## src/rtl/game_state_writer_if.sv

```systemverilog
// Avalon-MM write-only bus between the game state writer (master) and the display register port.
interface game_state_writer_if #(
  parameter int ADDR_W = 4,
  parameter int DATA_W = 8
);
  logic              chipselect;
  logic              write;
  logic [ADDR_W-1:0] address;
  logic [DATA_W-1:0] writedata;
  logic              waitrequest;

  modport master (
    output chipselect, write, address, writedata,
    input  waitrequest
  );

  modport slave (
    input  chipselect, write, address, writedata,
    output waitrequest
  );
endinterface

```

## src/rtl/game_state_writer.sv

```systemverilog
// Pushes latest-wins game state snapshots to the display's six registers as one
// Avalon-MM write burst per frame_start, so the display only changes in vertical blank.
module game_state_writer #(
  parameter int DATA_W    = 8,
  parameter int ADDR_W    = 4,
  parameter int BASE_ADDR = 0,
  parameter int CNT_W     = 16
) (
  input  logic              clk,
  input  logic              reset,
  input  logic              upd_valid,
  output logic              upd_ready,
  input  logic [DATA_W-1:0] in_p1_x,
  input  logic [DATA_W-1:0] in_p1_y,
  input  logic [DATA_W-1:0] in_p2_x,
  input  logic [DATA_W-1:0] in_p2_y,
  input  logic [DATA_W-1:0] in_p1_health,
  input  logic [DATA_W-1:0] in_p2_health,
  input  logic              frame_start,
  game_state_writer_if.master bus,
  output logic              busy,
  output logic              overrun,
  output logic [CNT_W-1:0]  frames_sent
);

  typedef enum logic [0:0] {IDLE = 1'b0, SEND = 1'b1} state_t;

  localparam logic [ADDR_W-1:0] BASE_A = ADDR_W'(BASE_ADDR);
  localparam logic [5:0][DATA_W-1:0] DEFAULTS = {
    DATA_W'(32'd3), DATA_W'(32'd3), DATA_W'(32'd70),
    DATA_W'(32'd80), DATA_W'(32'd70), DATA_W'(32'd10)
  };

  state_t                  state_r, state_s;
  logic [2:0]              idx_r, idx_s, idx_nxt_s;
  logic [5:0][DATA_W-1:0]  pend_r, pend_s;
  logic [5:0][DATA_W-1:0]  act_r, act_s;
  logic                    pend_flag_r, pend_flag_s;
  logic                    cs_r, cs_s;
  logic                    wr_r, wr_s;
  logic [ADDR_W-1:0]       addr_r, addr_s;
  logic [DATA_W-1:0]       wd_r, wd_s;
  logic                    busy_r, busy_s;
  logic                    overrun_r, overrun_s;
  logic [CNT_W-1:0]        frames_r, frames_s;
  logic [5:0][DATA_W-1:0]  upd_fields_s;

  assign upd_fields_s = {in_p2_health, in_p1_health, in_p2_y, in_p2_x, in_p1_y, in_p1_x};

  // Next-state, capture and bus-output logic; nonblocking registers make a same-cycle
  // update land in PEND while ACT still takes the previous PEND contents.
  always_comb begin
    state_s     = state_r;
    idx_s       = idx_r;
    idx_nxt_s   = idx_r + 3'd1;
    pend_s      = pend_r;
    pend_flag_s = pend_flag_r;
    act_s       = act_r;
    cs_s        = cs_r;
    wr_s        = wr_r;
    addr_s      = addr_r;
    wd_s        = wd_r;
    overrun_s   = overrun_r;
    frames_s    = frames_r;

    if (upd_valid) begin
      pend_s      = upd_fields_s;
      pend_flag_s = 1'b1;
    end else begin
      pend_s      = pend_r;
    end

    case (state_r)
      IDLE: begin
        if (frame_start && pend_flag_r) begin
          state_s     = SEND;
          act_s       = pend_r;
          pend_flag_s = upd_valid;
          idx_s       = 3'd0;
          cs_s        = 1'b1;
          wr_s        = 1'b1;
          addr_s      = BASE_A;
          wd_s        = pend_r[0];
        end else begin
          state_s     = IDLE;
        end
      end
      SEND: begin
        if (frame_start) begin
          overrun_s = 1'b1;
        end else begin
          overrun_s = overrun_r;
        end
        // A beat retires only when the slave is not stalling; otherwise hold address/data.
        if (wr_r && !bus.waitrequest) begin
          if (idx_r == 3'd5) begin
            state_s  = IDLE;
            cs_s     = 1'b0;
            wr_s     = 1'b0;
            frames_s = frames_r + CNT_W'(1'b1);
          end else begin
            idx_s    = idx_nxt_s;
            addr_s   = BASE_A + ADDR_W'(idx_nxt_s);
            wd_s     = act_r[idx_nxt_s];
          end
        end else begin
          state_s = SEND;
        end
      end
      default: begin
        state_s = IDLE;
        cs_s    = 1'b0;
        wr_s    = 1'b0;
      end
    endcase

    busy_s = (state_s == SEND);
  end

  // State and output registers with synchronous reset to the default snapshot.
  always_ff @(posedge clk) begin
    if (reset) begin
      state_r     <= IDLE;
      idx_r       <= 3'd0;
      pend_r      <= DEFAULTS;
      pend_flag_r <= 1'b1;
      act_r       <= DEFAULTS;
      cs_r        <= 1'b0;
      wr_r        <= 1'b0;
      addr_r      <= BASE_A;
      wd_r        <= '0;
      busy_r      <= 1'b0;
      overrun_r   <= 1'b0;
      frames_r    <= '0;
    end else begin
      state_r     <= state_s;
      idx_r       <= idx_s;
      pend_r      <= pend_s;
      pend_flag_r <= pend_flag_s;
      act_r       <= act_s;
      cs_r        <= cs_s;
      wr_r        <= wr_s;
      addr_r      <= addr_s;
      wd_r        <= wd_s;
      busy_r      <= busy_s;
      overrun_r   <= overrun_s;
      frames_r    <= frames_s;
    end
  end

  assign upd_ready      = 1'b1;
  assign bus.chipselect = cs_r;
  assign bus.write      = wr_r;
  assign bus.address    = addr_r;
  assign bus.writedata  = wd_r;
  assign busy           = busy_r;
  assign overrun        = overrun_r;
  assign frames_sent    = frames_r;

endmodule

```

## src/flat_wrapper.sv

```systemverilog
// flat-port wrapper written by rule: the top's interface ports become plain ports
module game_state_writer_flat 
#(
  parameter int DATA_W    = 8,
  parameter int ADDR_W    = 4,
  parameter int BASE_ADDR = 0,
  parameter int CNT_W     = 16
)
  (clk, reset, upd_valid, upd_ready, in_p1_x, in_p1_y, in_p2_x, in_p2_y, in_p1_health, in_p2_health, frame_start, busy, overrun, frames_sent, bus_chipselect, bus_write, bus_address, bus_writedata, bus_waitrequest);
  game_state_writer_if #(.ADDR_W(ADDR_W), .DATA_W(DATA_W)) bus_i ();
  input  logic clk;
  input  logic reset;
  input  logic upd_valid;
  output logic upd_ready;
  input  logic [DATA_W-1:0] in_p1_x;
  input  logic [DATA_W-1:0] in_p1_y;
  input  logic [DATA_W-1:0] in_p2_x;
  input  logic [DATA_W-1:0] in_p2_y;
  input  logic [DATA_W-1:0] in_p1_health;
  input  logic [DATA_W-1:0] in_p2_health;
  input  logic frame_start;
  output logic busy;
  output logic overrun;
  output logic [CNT_W-1:0] frames_sent;
  output wire logic [$bits(bus_i.chipselect)-1:0] bus_chipselect;
  output wire logic [$bits(bus_i.write)-1:0] bus_write;
  output wire logic [$bits(bus_i.address)-1:0] bus_address;
  output wire logic [$bits(bus_i.writedata)-1:0] bus_writedata;
  input wire logic [$bits(bus_i.waitrequest)-1:0] bus_waitrequest;
  assign bus_chipselect = bus_i.chipselect;
  assign bus_write = bus_i.write;
  assign bus_address = bus_i.address;
  assign bus_writedata = bus_i.writedata;
  assign bus_i.waitrequest = bus_waitrequest;
  game_state_writer #(.DATA_W(DATA_W), .ADDR_W(ADDR_W), .BASE_ADDR(BASE_ADDR), .CNT_W(CNT_W)) u_core (.clk(clk), .reset(reset), .upd_valid(upd_valid), .upd_ready(upd_ready), .in_p1_x(in_p1_x), .in_p1_y(in_p1_y), .in_p2_x(in_p2_x), .in_p2_y(in_p2_y), .in_p1_health(in_p1_health), .in_p2_health(in_p2_health), .frame_start(frame_start), .bus(bus_i), .busy(busy), .overrun(overrun), .frames_sent(frames_sent));
endmodule
```

## config.mk

```make
export PLATFORM = sky130hd
export DESIGN_NAME = game_state_writer_flat
export DESIGN_NICKNAME = d
export VERILOG_FILES = /design/src/rtl/game_state_writer_if.sv /design/src/rtl/game_state_writer.sv /design/src/flat_wrapper.sv
export SDC_FILE = /design/constraint.sdc
export NUM_CORES = 1
export LEC_CHECK = 0
export BUFFER_PORTS_ARGS = -buffer_cell sky130_fd_sc_hd__buf_2
export CAP_MARGIN = 20
export CORE_MARGIN = 2
export CORE_UTILIZATION = 35
export DETAILED_ROUTE_END_ITERATION = 16
export GPL_TIMING_DRIVEN = 0
export HOLD_SLACK_MARGIN = 0.08
export PLACE_DENSITY = 0.59
export SLEW_MARGIN = 20
export SYNTH_ARGS = -nofsm -noshare
export SYNTH_HDL_FRONTEND = slang
export SYNTH_SLANG_ARGS = --single-unit
```

## constraint.sdc

```tcl
create_clock -name clk -period 4.2 [get_ports clk]
set_input_delay 0.42 -clock clk [delete_from_list [all_inputs] [get_ports clk]]
set_output_delay 0.42 -clock clk [all_outputs]
set_load 0.1 [all_outputs]
```

==> impl_metrics.json, run 1 <==
{
  "status": "finished clean",
  "worstSetupPathType": "flop to flop",
  "insertion_delay_ns": 0.42,
  "dpl.hpwl_um": 9885,
  "grt_pass1_wl_um": 21740,
  "cts-resized-gates": 0,
  "postPlaceCellArea_um2": 5838,
  "area_growth_pct": 24.67,
  "pre_cts_slack_ns": 2.005,
  "dr.pass1.iters": 5,
  "synthCells": 575,
  "cts_setup_buffers": 0,
  "coreArea_um2": 14530,
  "setup_ws_ns": 1.963,
  "powerDensity_nw_per_um2": 499.4,
  "wl_per_cell_um": 15.63,
  "cts_tree": "built",
  "drive_gt1_share_pct": 21.22,
  "timing.critical_path.from": "u_core.bus.address[1]",
  "finClkSkew_ns": 0.009263,
  "async_reset_ff_share_pct": 0,
  "max_freq_ghz": 0.4470,
  "ir_drop_v": 0.0002853,
  "hold_violations": 0,
  "timing.final.crit_share_pct": 53.26,
  "first_iter_violations": 208,
  "overflow": 0,
  "portBuffers": 82,
  "hold_start": "in_p2_y[6]",
  "startpoint_type": "flop",
  "reg2reg_from": "u_core.bus.address[1]",
  "clk_path_buf_depth": 2,
  "syn_area_um2": 5197,
  "synth_seq_cells": 127,
  "die_w_um": 125.9,
  "seq_area_um2": 2542,
  "worstPathCellList": "inv_1 -> ha_1 -> buf_4 -> clkbuf_1 -> mux4_2 -> nand2_1 -> a311o_1 -> a21oi_1",
  "critPathMaxStageDelay_ns": 0.42,
  "finalMaxSlewViolations": 0,
  "cp_max_fo": 10,
  "required_ns": 4.54,
  "multiInputGateArea_um2": 2444,
  "antenna_cells": 0,
  "cts_sinks": 127,
  "syn_area_per_cell_um2": 9.039,
  "ys_types": 40,
  "first_global_vias": 4355,
  "finalInstanceArea_um2": 6480,
  "critical-path-top-delay-family": "buffers and inverters",
  "setup_violations": 0,
  "die_y_um": 125.9,
  "cp.arrival_ns": 2.58,
  "worstSetupEndpointType": "flop",
  "postCtsHoldBufs": 0,
  "drv_cap": 0,
  "rows": 44,
  "worstMarginPinSlew_ns": 0.7797,
  "synth.cells.most_frequent": "dfxtp_1, nand2_1, nor2_1, a21oi_1, mux2i_1",
  "yosysTopAreaCellShare_pct": 48.92,
  "synth_area_leader_cell": "dfxtp_1",
  "start_util_pct": 35.76,
  "worst_path_max_delay_cell": "clkbuf_1",
  "yosys_warnings": 0,
  "synth_ff_type": "dfxtp_1",
  "finalWirelength_um": 13630,
  "cts_made_buffers": 17,
  "routed_via_density": 5.016,
  "hp-class": "input port to flop",
  "die_area_um2": 15840,
  "finalNonFillerCells": 872,
  "grt_max_degree": 17,
  "vias": 4374,
  "leakage_nw": 2.712,
  "max_slew_margin_pct": 47.64,
  "gr-usage-all-layers_pct": 17.56,
  "synth_most_common_cell": "dfxtp_1",
  "place_congestion": 0.8297,
  "synth_nets": 631,
  "finalSetupTns_ns": 0,
  "clk_pin_slew_worst_paths_ns": 0.06,
  "grt_setup_unrepaired": "false",
  "ys_seq_area_share_pct": 48.92,
  "drc": 0,
  "synth_edf_count": 0,
  "worst-path-buf-inv": 3,
  "final_nets": 732,
  "grt_antenna_before_repair": 0,
  "io_pins": 86,
  "yosys-top-cells-area": "dfxtp_1, nand2_1, mux2i_1",
  "ant_nets": 0,
  "fillerInstances": 1451,
  "period_needed_ns": 2.237,
  "h-tree-depth": 4,
  "post-place-cells": 841,
  "cts_root_buffer": "clkbuf_16"
}
## report_power, final
part / internal (mW) / switching, mW
Combinational: 0.110 / 0.221
Sequential: 1.27 / 0.0406
Clock: 1.05 / 0.545
Total: 2.43 / 0.806
## logic make-up (layout without fill, tap and decap cells)
kind of cell / count (synthesis) / count (layout) / synth area share [%]
AO/OA/AOI/OAI: 85 / 85 / 10.26
XOR/XNOR: 10 / 10 / 1.685
adder cells (fa/ha/maj): 3 / 3 / 0.7223
buffers and inverters: 48 / 161 / 4.069
flip-flops: 127 / 127 / 48.92
multiplexers: 53 / 53 / 12.40
other: 2 / 2 / 0.1445
AND/OR/NAND/NOR: 247 / 247 / 21.81
## layout by cell type (no fill, tap or decap), types with 3 or more instances in the layout
cell type / Yosys / routed
and4_1: 3 / 3
bufinv_16: 0 / 5
mux2i_1: 34 / 34
mux2_2: 8 / 8
nor2b_1: 17 / 17
mux2_1: 3 / 3
nor2_1: 56 / 56
xnor2_1: 4 / 4
clkinvlp_4: 0 / 3
clkbuf_16: 0 / 17
xor2_1: 6 / 6
dfxtp_1: 127 / 127
o31ai_1: 3 / 3
buf_2: 10 / 92
nand3_1: 15 / 15
mux4_2: 8 / 8
buf_4: 5 / 5
o21ai_0: 5 / 5
buf_1: 3 / 3
nand2_1: 118 / 118
ha_1: 3 / 3
or4_1: 3 / 3
a21oi_1: 53 / 53
a211o_1: 15 / 15
nor3_1: 4 / 4
nand3b_1: 16 / 16
a311o_1: 8 / 8
clkbuf_1: 28 / 29
## cell type report
type	count	share of cell area, %
clock buffer	18	6.623
inverter	2	0.1159
sequential	127	39.24
clock inverter	13	3.282
timing repair buffer	82	6.333
tap	184	3.553
multi-input combinational	400	37.71
buffer	46	3.147
## metrics by stage
step	power, mW	hold slack [ns]	utilization (%)
finish	3.236	0.2094	44.59
global route	3.356	0.2043	44.59
detailed placement	1.664	0.4472	40.17
CTS	3.264	0.1922	44.59
floorplan	1.563	0.4295	-
global placement	1.656	0.4384	40.17
## sequential cells by signal, indices dropped and copies added (netlist names)
signal,flops
u_core.act_r,48
u_core.bus.address,3
u_core.bus.chipselect,1
u_core.bus.writedata,8
u_core.frames_sent,16
u_core.overrun,1
u_core.pend_flag_r,1
u_core.pend_r,48
u_core.state_r,1
## final timing paths
kind	to	slack, ns	cells past startpoint
max	u_core.bus.writedata[5]	1.96	8
min	u_core.pend_r[30]	0.21	2
max reg2reg	u_core.bus.writedata[5]	1.96	8
min reg2reg	u_core.act_r[34]	0.45	2
## routing by layer
layer	wire length [µm]	vias to the layer above	track usage (%)
met1	6203	2049	22.58
met5	0	-	0
met2	6322	144	28.33
li1	-	2161	-
met4	250	0	6.464
met3	850	20	4.885
Note: power is estimated with default switching activity, not from simulation.
==> run 2, diff against run 1 <==
--- a/config.mk
+++ b/config.mk
@@ -12,7 +12,7 @@
 export DETAILED_ROUTE_END_ITERATION = 16
 export GPL_TIMING_DRIVEN = 0
 export HOLD_SLACK_MARGIN = 0.08
-export PLACE_DENSITY = 0.59
+export PLACE_DENSITY = 0.61
 export SLEW_MARGIN = 20
 export SYNTH_ARGS = -nofsm -noshare
 export SYNTH_HDL_FRONTEND = slang
==> constraint.sdc (replaced) <==
create_clock -name clk -period 1.9 [get_ports clk]
set_input_delay 0.19 -clock clk [delete_from_list [all_inputs] [get_ports clk]]
set_output_delay 0.19 -clock clk [all_outputs]
set_load 0.1 [all_outputs]
==> impl_metrics.json, run 2 (same netlist as run 1, synthesis figures left out) <==
{
  "rows": 44,
  "startpoint_type": "flop",
  "grt_antenna_before_repair": 0,
  "dr.pass1.iters": 5,
  "cp.arrival_ns": 2.10,
  "leakage_nw": 2.971,
  "postPlaceCellArea_um2": 5937,
  "grt_setup_unrepaired": "false",
  "worstPathCellList": "inv_2 -> ha_4 -> nand2_4 -> or3_1 -> buf_6 -> nor3b_2 -> mux2_1",
  "insertion_delay_ns": 0.42,
  "cts_root_buffer": "clkbuf_16",
  "finalInstanceArea_um2": 7088,
  "seqPwrFrac_pct": 40.3,
  "drc": 0,
  "wl_per_cell_um": 15.44,
  "grt_pass1_wl_um": 22960,
  "first_iter_violations": 285,
  "ant_nets": 0,
  "h-tree-depth": 4,
  "clk_pin_slew_worst_paths_ns": 0.05,
  "critical-path-top-delay-family": "simple AND/OR/NAND/NOR gates",
  "cts_setup_buffers": 0,
  "worstMarginPinSlew_ns": 0.5883,
  "antenna_cells": 0,
  "final_common_cell": "nand2_1",
  "worstSetupPathType": "flop to flop",
  "final_cell_mix": "nand2_1, dfxtp_1, buf_2, nor2_1, a21oi_1",
  "area_growth_pct": 36.37,
  "worst-path-buf-inv": 2,
  "gr-usage-all-layers_pct": 18.29,
  "worst_path_max_delay_cell": "dfxtp_4",
  "portBuffers": 82,
  "die_y_um": 125.9,
  "start_util_pct": 35.76,
  "powerDensity_nw_per_um2": 1007,
  "p_int_mw": 5.411,
  "cts_tree": "built",
  "worstSetupEndpointType": "flop",
  "critPathMaxStageDelay_ns": 0.35,
  "finalMaxSlewViolations": 0,
  "place_congestion": 0.8938,
  "timing.final.crit_share_pct": 95.05,
  "routed_via_density": 5.000,
  "clk_path_buf_depth": 2,
  "hold_violations": 0,
  "max_freq_ghz": 0.5537,
  "io_pins": 86,
  "grt_max_degree": 17,
  "drive_gt1_share_pct": 23.47,
  "die_area_um2": 15840,
  "combPwrFrac_pct": 11.4,
  "vias": 4585,
  "ir_drop_v": 0.0007700,
  "overflow": 0,
  "finClkSkew_ns": 0.01238,
  "required_ns": 2.20,
  "hp-class": "input port to flop",
  "final_nets": 779,
  "cts_made_buffers": 17,
  "cts_sinks": 127,
  "die_w_um": 125.9,
  "p_clk_share_pct": 48.3,
  "coreArea_um2": 14530,
  "max_slew_margin_pct": 60.78,
  "cp_max_fo": 9,
  "switching_power_mw": 1.724,
  "first_global_vias": 4544,
  "sw_frac_of_total_pct": 24.16,
  "setup_violations": 0,
  "status": "finished clean",
  "drv_cap": 0,
  "p_total_mw": 7.135,
  "period_needed_ns": 1.806,
  "finalWirelength_um": 14160,
  "dpl.hpwl_um": 10040
}
[run 2: cell types whose count changed in the layout (fill, tap and decap cells not counted), sizes merged]
cell,change
dlygate4sd3,+48
clkbuf,+8
bufinv,-3
clkinvlp,-3
clkinv,-2
inv,-2
buf,-1
[run 2: timing repair]
| action | in CTS | in global routing |
|---|---|---|
| hold buffers | 48 | 0 |
| resized for setup | 3 | 5 |
| hold endpoints to repair | 48 | 0 |
| setup endpoints to repair | 18 | 9 |
[run 2: layout make-up]
cell class                      count  area (µm²)
Multi-Input combinational cell    400        2510
Clock inverter                      3       65.06
Clock buffer                       26       571.8
Sequential cell                   127        2595
Timing Repair Buffer              130       890.9
Inverter                            2       7.507
Fill cell                        1388        7446
Buffer                             45       217.7
Tap cell                          184       230.2
[run 2: worst reg2reg max path, stage by stage (launching register included)]
cell and delay, ns:
dfxtp_4 0.35, inv_2 0.07, ha_4 0.15, nand2_4 0.09, or3_1 0.34, buf_6 0.15
nor3b_2 0.20, mux2_1 0.34
[run 2: final timing paths]
path	slack (ns)	start	to	cells past startpoint
hold / removal	0.12	frame_start	u_core.overrun	3
setup reg to reg	0.09	u_core.bus.address[1]	u_core.frames_sent[13]	7
hold reg to reg	0.45	u_core.pend_r[27]	u_core.act_r[27]	2
setup / recovery	0.09	u_core.bus.address[1]	u_core.frames_sent[13]	7
[run 2: power groups by stage]
stage | Clock [mW] | Sequential, mW | Combinational, mW
after detailed placement | 0 | 2.93 | 0.733
after global placement | 0 | 2.93 | 0.719
after CTS | 3.49 | 2.88 | 0.813
after floorplan | 0 | 3.03 | 0.409
final | 3.44 | 2.88 | 0.814
after global routing | 3.60 | 2.89 | 0.887
[run 2: per-stage QoR]
step | setup slack [ns] | hold slack, ns | cells | setup TNS (ns) | util [%]
after floorplan | 0.0005804 | 0.3124 | 575 | 0 | -
after global placement | -0.09356 | 0.3955 | 841 | -0.5535 | 40.85
after detailed placement | -0.07540 | 0.3997 | 841 | -0.7804 | 40.85
after CTS | 0.08320 | 0.1017 | 918 | 0 | 48.65
after global routing | 0.002677 | 0.1304 | 917 | 0 | 48.77
final | 0.09396 | 0.1202 | 917 | 0 | 48.77
[run 2: layer usage]
metal	vias up	global-route usage (%)	part of all wire (%)
li1	2257	-	-
met1	2170	22.72	45
met2	131	30.78	48
met3	27	3.993	4.8
met4	0	7.757	2.6
met5	-	0	0
